## config.mk

```make
export PLATFORM = sky130hd
export DESIGN_NAME = tetris_title_renderer
export DESIGN_NICKNAME = d
export VERILOG_FILES = /design/src/rtl/tetris_title_renderer.sv
export SDC_FILE = /design/constraint.sdc
export NUM_CORES = 1
export LEC_CHECK = 0
export BUFFER_PORTS_ARGS = -buffer_cell sky130_fd_sc_hd__buf_2
export CORE_ASPECT_RATIO = 2
export CORE_UTILIZATION = 40
export CTS_CLUSTER_SIZE = 25
export DETAILED_ROUTE_END_ITERATION = 12
export HOLD_SLACK_MARGIN = 0.12
export MAX_ROUTING_LAYER = met4
export PLACE_DENSITY = 0.66
export SYNTH_ARGS = -nofsm -noshare
export SYNTH_HDL_FRONTEND = slang
export SYNTH_SLANG_ARGS = --single-unit
```

## constraint.sdc

```tcl
create_clock -name Clk -period 2.45 [get_ports Clk]
set_input_delay 0.49 -clock Clk [delete_from_list [all_inputs] [get_ports Clk]]
set_output_delay 0.49 -clock Clk [all_outputs]
set_load 0.005 [all_outputs]
```

## src/rtl/tetris_title_renderer.sv

```systemverilog
// -----------------------------------------------------------------------------
// tetris_title_renderer
//   Streaming renderer for the "TETRIS" title banner. Maps each incoming
//   DrawX/DrawY onto a built-in 10x10 block-letter font that is scaled up by
//   2**SCALE_LOG2. It produces a lit flag and a 12-bit colour for every pixel,
//   two clocks after that pixel is presented. Letter colours come from a
//   6-entry palette. A frame-driven step can rotate the colours through the
//   letters and make the whole banner blink.
//
// Ports
//   Clk          in   1   pixel clock
//   Reset        in   1   asynchronous, active-high reset
//   pix_valid    in   1   DrawX/DrawY lie inside the active video region
//   DrawX        in   10  current pixel column
//   DrawY        in   10  current pixel row
//   frame_start  in   1   one-cycle pulse per frame
//   anim_en      in   1   1 = frame counter advances on frame_start
//   mode         in   2   [0] colour rotation enable, [1] blink enable
//   title_on     out  1   pixel is a lit glyph cell
//   title_rgb    out  12  pixel colour, 12'h000 whenever title_on = 0
//
// Pipeline: there is no handshake. One pixel enters every clock, and the
// result for a pixel appears exactly two clocks after that pixel is presented.
// -----------------------------------------------------------------------------
module tetris_title_renderer #(
   parameter int ORIGIN_X        = 380,
   parameter int ORIGIN_Y        = 40,
   parameter int SCALE_LOG2      = 2,
   parameter int GLYPH_W         = 10,
   parameter int GLYPH_H         = 10,
   parameter int NUM_LETTERS     = 6,
   parameter int FRAMES_PER_STEP = 30
) (
   input  logic        Clk,
   input  logic        Reset,
   input  logic        pix_valid,
   input  logic [9:0]  DrawX,
   input  logic [9:0]  DrawY,
   input  logic        frame_start,
   input  logic        anim_en,
   input  logic [1:0]  mode,
   output logic        title_on,
   output logic [11:0] title_rgb
);

   localparam int LW    = $clog2(NUM_LETTERS);
   localparam int CW    = $clog2(GLYPH_W);
   localparam int RW    = $clog2(GLYPH_H);
   localparam int FW    = $clog2(FRAMES_PER_STEP + 1);
   localparam int BOX_W = (NUM_LETTERS * GLYPH_W) << SCALE_LOG2;
   localparam int BOX_H = GLYPH_H << SCALE_LOG2;

   // ---------------------------------------------------------------------------
   // Font: the artwork is drawn for 10x10 glyphs. Every pair of rows is
   // identical, so each glyph is described by its row pair (row >> 1).
   // Column 0 is the MSB of each row.
   // ---------------------------------------------------------------------------
   function automatic logic [GLYPH_W-1:0] glyph_row(input logic [LW-1:0] l,
                                                    input logic [RW-1:0] r);
      logic [2:0] p;
      p = 3'(r >> 1);
      glyph_row = '0;
      case (l)
         3'd0, 3'd2: begin                         // T
            glyph_row = (p == 3'd0) ? 10'b1111111111 : 10'b0000110000;
         end
         3'd1: begin                               // E
            case (p)
               3'd0, 3'd4: glyph_row = 10'b1111111111;
               3'd2:       glyph_row = 10'b1111111100;
               default:    glyph_row = 10'b1100000000;
            endcase
         end
         3'd3: begin                               // R
            case (p)
               3'd0, 3'd2: glyph_row = 10'b1111111100;
               3'd3:       glyph_row = 10'b1100001100;
               default:    glyph_row = 10'b1100000011;
            endcase
         end
         3'd4: glyph_row = 10'b0000110000;         // I
         3'd5: begin                               // S
            case (p)
               3'd0:    glyph_row = 10'b0111111111;
               3'd1:    glyph_row = 10'b1100000000;
               3'd2:    glyph_row = 10'b0111111110;
               3'd3:    glyph_row = 10'b0000000011;
               default: glyph_row = 10'b1111111110;
            endcase
         end
         default: glyph_row = '0;
      endcase
   endfunction

   function automatic logic [11:0] palette(input logic [LW-1:0] idx);
      case (idx)
         3'd0:    palette = 12'hf00;
         3'd1:    palette = 12'hf70;
         3'd2:    palette = 12'hff0;
         3'd3:    palette = 12'h7f0;
         3'd4:    palette = 12'h0df;
         3'd5:    palette = 12'he5f;
         default: palette = 12'h000;
      endcase
   endfunction

   // ---------------------------------------------------------------------------
   // Stage 0 (combinational): geometry. The origin comparison is done on the
   // raw coordinates, so a left or top miss can never wrap into the box.
   // ---------------------------------------------------------------------------
   logic [9:0]    rx, ry, gx, gy;
   logic          in_box_c;
   logic [LW-1:0] letter_c;
   logic [CW-1:0] col_c;
   logic [RW-1:0] row_c;

   assign rx       = DrawX - 10'(ORIGIN_X);
   assign ry       = DrawY - 10'(ORIGIN_Y);
   assign gx       = rx >> SCALE_LOG2;
   assign gy       = ry >> SCALE_LOG2;
   assign in_box_c = pix_valid
                     && (DrawX >= 10'(ORIGIN_X)) && (DrawY >= 10'(ORIGIN_Y))
                     && (rx < 10'(BOX_W)) && (ry < 10'(BOX_H));
   assign row_c    = RW'(gy);

   // Letter and column are found by comparison against each glyph's left edge
   // instead of by a divider.
   always_comb begin
      letter_c = '0;
      col_c    = CW'(gx);
      for (int i = 1; i < NUM_LETTERS; i++) begin
         if (gx >= 10'(i * GLYPH_W)) begin
            letter_c = LW'(i);
            col_c    = CW'(gx - 10'(i * GLYPH_W));
         end
      end
   end

   // ---------------------------------------------------------------------------
   // Stage 1 register. Fields are zeroed outside the box so the ROM index
   // always stays in range.
   // ---------------------------------------------------------------------------
   logic          s1_in_box;
   logic [LW-1:0] s1_letter;
   logic [CW-1:0] s1_col;
   logic [RW-1:0] s1_row;

   always_ff @(posedge Clk or posedge Reset) begin
      if (Reset) begin
         s1_in_box <= 1'b0;
         s1_letter <= '0;
         s1_col    <= '0;
         s1_row    <= '0;
      end else begin
         s1_in_box <= in_box_c;
         s1_letter <= in_box_c ? letter_c : '0;
         s1_col    <= in_box_c ? col_c    : '0;
         s1_row    <= in_box_c ? row_c    : '0;
      end
   end

   // ---------------------------------------------------------------------------
   // Animation state
   // ---------------------------------------------------------------------------
   logic [FW-1:0] frame_cnt;
   logic [LW-1:0] color_off;
   logic          blink_ph;

   always_ff @(posedge Clk or posedge Reset) begin
      if (Reset) begin
         frame_cnt <= '0;
         color_off <= '0;
         blink_ph  <= 1'b0;
      end else begin
         if (frame_start && anim_en) begin
            if (frame_cnt == FW'(FRAMES_PER_STEP - 1)) begin
               frame_cnt <= '0;
               if (mode[0])
                  color_off <= (color_off == LW'(NUM_LETTERS - 1)) ? '0 : color_off + 1'b1;
               if (mode[1])
                  blink_ph <= ~blink_ph;
            end else begin
               frame_cnt <= frame_cnt + 1'b1;
            end
         end
         // With blink disabled, the phase returns to "visible". This takes
         // priority over any toggle that fires on the same clock.
         if (!mode[1])
            blink_ph <= 1'b0;
      end
   end

   // ---------------------------------------------------------------------------
   // Stage 2: ROM lookup, colour pick and blanking. The current mode is used
   // directly, so a mode change affects the very next pixel that leaves
   // stage 2.
   // ---------------------------------------------------------------------------
   logic [GLYPH_W-1:0] row_bits;
   logic               pix_bit;
   logic [LW:0]        csum;
   logic [LW-1:0]      cidx;
   logic               on_c;
   logic [11:0]        rgb_c;

   assign row_bits = glyph_row(s1_letter, s1_row);
   assign pix_bit  = row_bits[CW'(GLYPH_W - 1) - s1_col];
   assign csum     = {1'b0, s1_letter} + {1'b0, color_off};
   assign cidx     = (csum >= (LW+1)'(NUM_LETTERS)) ? LW'(csum - (LW+1)'(NUM_LETTERS))
                                                    : LW'(csum);
   assign on_c     = s1_in_box & pix_bit & ~(mode[1] & blink_ph);
   assign rgb_c    = on_c ? palette(cidx) : 12'h000;

   always_ff @(posedge Clk or posedge Reset) begin
      if (Reset) begin
         title_on  <= 1'b0;
         title_rgb <= 12'h000;
      end else begin
         title_on  <= on_c;
         title_rgb <= rgb_c;
      end
   end

endmodule

```

==> impl_summary.md <==
Place
In this run the cell area measured after placement is 2740 µm². The final RePlAce weighted congestion is 0.920. During placement, the flow inserted port buffers numbering 34. The total half-perimeter wirelength after legalization and detailed placement is 4.45 mm.

Die
The die is 54.7 µm wide. The height of the chip is 107 µm. For this configuration, the core starts out at a cell density of 0.413. The number of rows created at floorplan is 38. The floorplan step defined a die boundary enclosing 5870 µm². The I/O pin total is 40. The placeable core region is 5370 µm².

Setup path
The worst path required time is roughly 2.7 ns. Across all register-to-register paths, the minimum setup slack is 0.25 ns. The startpoint of the worst register-to-register path is s1_col[1]. Of all nets on the critical path, the largest fanout is 6. Following the worst setup path forward leads to its endpoint at s1_col[1].

The launching instance or port of the critical path is DrawX[3]. The endpoint of the most critical register-to-register path is title_rgb[5]. Walking the worst path, the cells encountered are clkbuf_4 > ha_4 > xor2_4 > ha_4 > a211oi_1 > o32a_1 > or3b_4 > a31o_1 > a21oi_2.

In this design, the stage delay of the slowest critical-path cell is 0.44 ns. STA classifies the critical path startpoint as an input pin. The number of buffers and inverters on the critical path is 1. The slowest stage of the critical path belongs to the cell sky130_fd_sc_hd__or3b_4. Counting stages on the worst path, the most repeated cell is sky130_fd_sc_hd__ha_4. In this run the number of cells on the critical path is 9. The largest delay contributor family on the critical path is compound AO/OA/AOI/OAI gates. The worst register-to-register path has a depth of 9. For the worst setup path, the data arrival time is 2.57 ns.

The critical path is of the input pin to flip-flop type. STA classifies the critical path endpoint as a flip-flop.

Synthesis
In the synthesized netlist the async set-or-reset flop fraction comes to 1.00. Of the post-synthesis cell area, the dominant cell type holds 0.315. The number of warning messages in the yosys log is 0. After synthesis the netlist holds a flip-flop and latch count of 28. The count of flip-flops with a built-in enable after synthesis is 0.

After technology mapping, the gate count stands at 251. The biggest area contributor in the post-synthesis netlist is sky130_fd_sc_hd__dfrtp_1. By area the synthesized netlist is led by sky130_fd_sc_hd__dfrtp_1 (32%), sky130_fd_sc_hd__ha_1 (9.6%), sky130_fd_sc_hd__nor2_1 (4.2%). Dividing the synthesized area by the synthesized cell count gives 8.85 µm².

The commonest register cell after synthesis is sky130_fd_sc_hd__dfrtp_1. When the netlist entered floorplanning its net count stood at 296. The distinct cell type count after synthesis is 68.

The cell area after synthesis is about 2200 µm². The share of the Yosys chip area taken by registers is 0.315.

Run
The tool flagged a number of max-cap violations equal to 0.

GRT
Entering global routing, the biggest net connects 29 pins. The total overflow left after global routing is 0. The first global-routing pass estimated 8.56 mm of wire. The number of global-route vias before repair came to 2100. In the global route stage, overall resource usage came out at 0.204.

The initial antenna violation count came to 0.

Clock tree
The later pin in the worst-skew pair is clocked with a latency of 0.27 ns. The number of hold buffers added after CTS was 0. The number of clock buffers added by TritonCTS is 3. The clock sink count is 28. After clock tree synthesis, the clock-pin slew on the worst setup and hold paths is 0.09 ns.

In this run the clock root is driven by a sky130_fd_sc_hd__clkbuf_8. The depth of the CTS H-tree is 1. The maximum clock path buffer count is 2. The TritonCTS clock tree is done.

Run status
The flow ran to the end, and the final reports show no timing, DRC or antenna violations.

Layout
The commonest non-fill, non-tap cell in the layout is sky130_fd_sc_hd__buf_4. The net count of the finished layout is 360. The library cells used most frequently in the layout, excluding fill and tap cells, are sky130_fd_sc_hd__buf_4 (35), sky130_fd_sc_hd__buf_2 (33), sky130_fd_sc_hd__dfrtp_1 (28). The number of antenna diodes in the final layout is 0. The proportion of layout cells with a drive suffix above 1 is 0.318.

Once layout is done, the placed cells without fillers occupy about 2800 µm². Compared with the post-synthesis result, the final layout area differs by 27.3%.

Routing
In the final routed layout, each cell accounts on average for 14.0 µm. The DRC violation total after the first TritonRoute iteration is between 40 and 50. The iteration count of the initial detailed-routing pass is 4.

The overall via count from detail_route is 2123. In the routed layout, each cell is associated on average with a via count of 5.68. For this block, the routed nets add up to 5.22 mm of wire.

For this run, design rule violations remaining after detail routing come to 0. The number of antenna-violating nets in the routed design is 0.

Pwr
Of the total power, registers draw 0.459. Of the total power, the share spent switching nets is 0.308. The analysis attributes to cell leakage a power of 0.00139 µW. The power per unit of standard cell area is 417 nW/µm².

Summed over all nets, the switching power comes to 363 µW. Across the VDD grid, the largest voltage drop is 453 µV. The overall power consumption is 1180 µW. The internal power contribution is 816 µW. The share of total power dissipated in the clock network is 0.236. The part of the total power dissipated in combinational logic is 0.305.

Timing
Headroom to the max-slew limit came out at 0.589. For the pin with the worst max-slew slack, the measured transition is a little over 0.6 ns. The final setup violation count is 0. The final max-slew violation count is 0. The worst path needs 2.36 ns of the cycle, external delays included.

Setup repair after global routing left no endpoint under its margin. The final hold violation count was 0. The maximum operating frequency is 424 MHz.

The ratio of final minimum period to clock period is 0.964. Clock skew on the completed layout was measured at 0.00433 ns.

Hold path
The path class of the tightest hold or removal check is input pin to asynchronous set/reset pin.
power by group through the flow:
stage / registers, µW / clock network (µW) / logic, µW
after floorplan: 538 / 0 / 226
after global placement: 548 / 0 / 338
after detailed placement: 549 / 0 / 348
after CTS: 540 / 286 / 349
after global routing: 548 / 308 / 405
final: 542 / 279 / 359
synthesized netlist by cell type, types with 2 or more instances:
library cell	count
sky130_fd_sc_hd__dfrtp_1	28
sky130_fd_sc_hd__nor2_1	25
sky130_fd_sc_hd__nand2_1	19
sky130_fd_sc_hd__ha_1	17
sky130_fd_sc_hd__inv_1	16
sky130_fd_sc_hd__o21ai_0	15
sky130_fd_sc_hd__a21oi_1	12
sky130_fd_sc_hd__nand3_1	9
sky130_fd_sc_hd__buf_4	7
sky130_fd_sc_hd__nor2b_1	5
sky130_fd_sc_hd__nor3_1	5
sky130_fd_sc_hd__xor2_1	5
sky130_fd_sc_hd__a31oi_1	4
sky130_fd_sc_hd__and2_1	4
sky130_fd_sc_hd__o31ai_1	4
sky130_fd_sc_hd__a211oi_1	3
sky130_fd_sc_hd__a21o_1	3
sky130_fd_sc_hd__a22oi_1	3
sky130_fd_sc_hd__and3_1	3
sky130_fd_sc_hd__nand2b_1	3
sky130_fd_sc_hd__nand3b_1	3
sky130_fd_sc_hd__nand4_1	3
sky130_fd_sc_hd__xnor2_1	3
sky130_fd_sc_hd__a211o_1	2
sky130_fd_sc_hd__a31o_1	2
sky130_fd_sc_hd__and4_1	2
sky130_fd_sc_hd__buf_6	2
sky130_fd_sc_hd__mux2i_1	2
sky130_fd_sc_hd__or2_2	2
sky130_fd_sc_hd__or3b_1	2
through the flow:
| step | TNS [ns] | util | hold slack [ns] | setup slack (ns) | instances |
|---|---|---|---|---|---|
| floorplan | -0.0376 | - | 0.437 | -0.0311 | 251 |
| global placement | -0.852 | 0.509 | 0.471 | -0.195 | 370 |
| detailed placement | -1.17 | 0.509 | 0.471 | -0.224 | 370 |
| CTS | 0 | 0.520 | 0.264 | 0.0593 | 374 |
| global route | 0 | 0.526 | 0.302 | 0.00179 | 374 |
| finish | 0 | 0.526 | 0.254 | 0.0887 | 374 |
logic make-up after synthesis:
kind of cell / count (synthesis) / share of synthesized area
adders and majority gates: 18 / 0.105
and+or+nand+nor: 92 / 0.216
muxes: 3 / 0.0141
DFF: 28 / 0.315
buffers and inverters: 27 / 0.0648
xor gates and xnor gates: 9 / 0.0389
AOI/OAI and AO/OA: 74 / 0.246
area by class of cell:
cell class / instances / area (µm²)
Clock buffer: 4 / 55.1
Fill cell: 531 / 2540
Inverter: 17 / 66.3
Multi-Input combinational cell: 196 / 1500
Sequential cell: 28 / 701
Tap cell: 60 / 75.1
Timing Repair Buffer: 69 / 435
how the worst min path moves through the flow:
| stage | endpoint | slack, ns | cells past startpoint |
|---|---|---|---|
| floorplan | frame_cnt[4] | 0.44 | 1 |
| global placement | frame_cnt[4] | 0.47 | 1 |
| detailed placement | frame_cnt[4] | 0.47 | 1 |
| CTS | frame_cnt[0] | 0.26 | 3 |
| global route | frame_cnt[0] | 0.30 | 3 |
| finish | frame_cnt[0] | 0.25 | 3 |
worst min-delay path: cells and delay by family:
family | cells | cell delay, ns
buffers and inverters | 3 | 0.45
state kept, by name, indices dropped and copies added, names as in the netlist:
name and count:
s1_in_box 1, s1_letter 3, color_off 3, title_on 1, title_rgb 7, s1_row 3
s1_col 4, blink_ph 1, frame_cnt 5
layer usage:
layer / vias to the layer above / wire length [µm] / GRT usage
met4: 0 / 210 / 0.104
met5: - / 0 / -
met1: 1018 / 1600 / 0.155
li1: 1040 / - / -
met3: 16 / 83 / 0.0113
met2: 49 / 3330 / 0.415
repair_timing:
action / 4_1_cts / 5_1_grt
buffers inserted: 0 / 0
resized for setup: 0 / 5
setup endpoints to repair: 0 / 2
endpoints found under the hold margin: 0 / 0
Power figures use the tool's default switching activity.
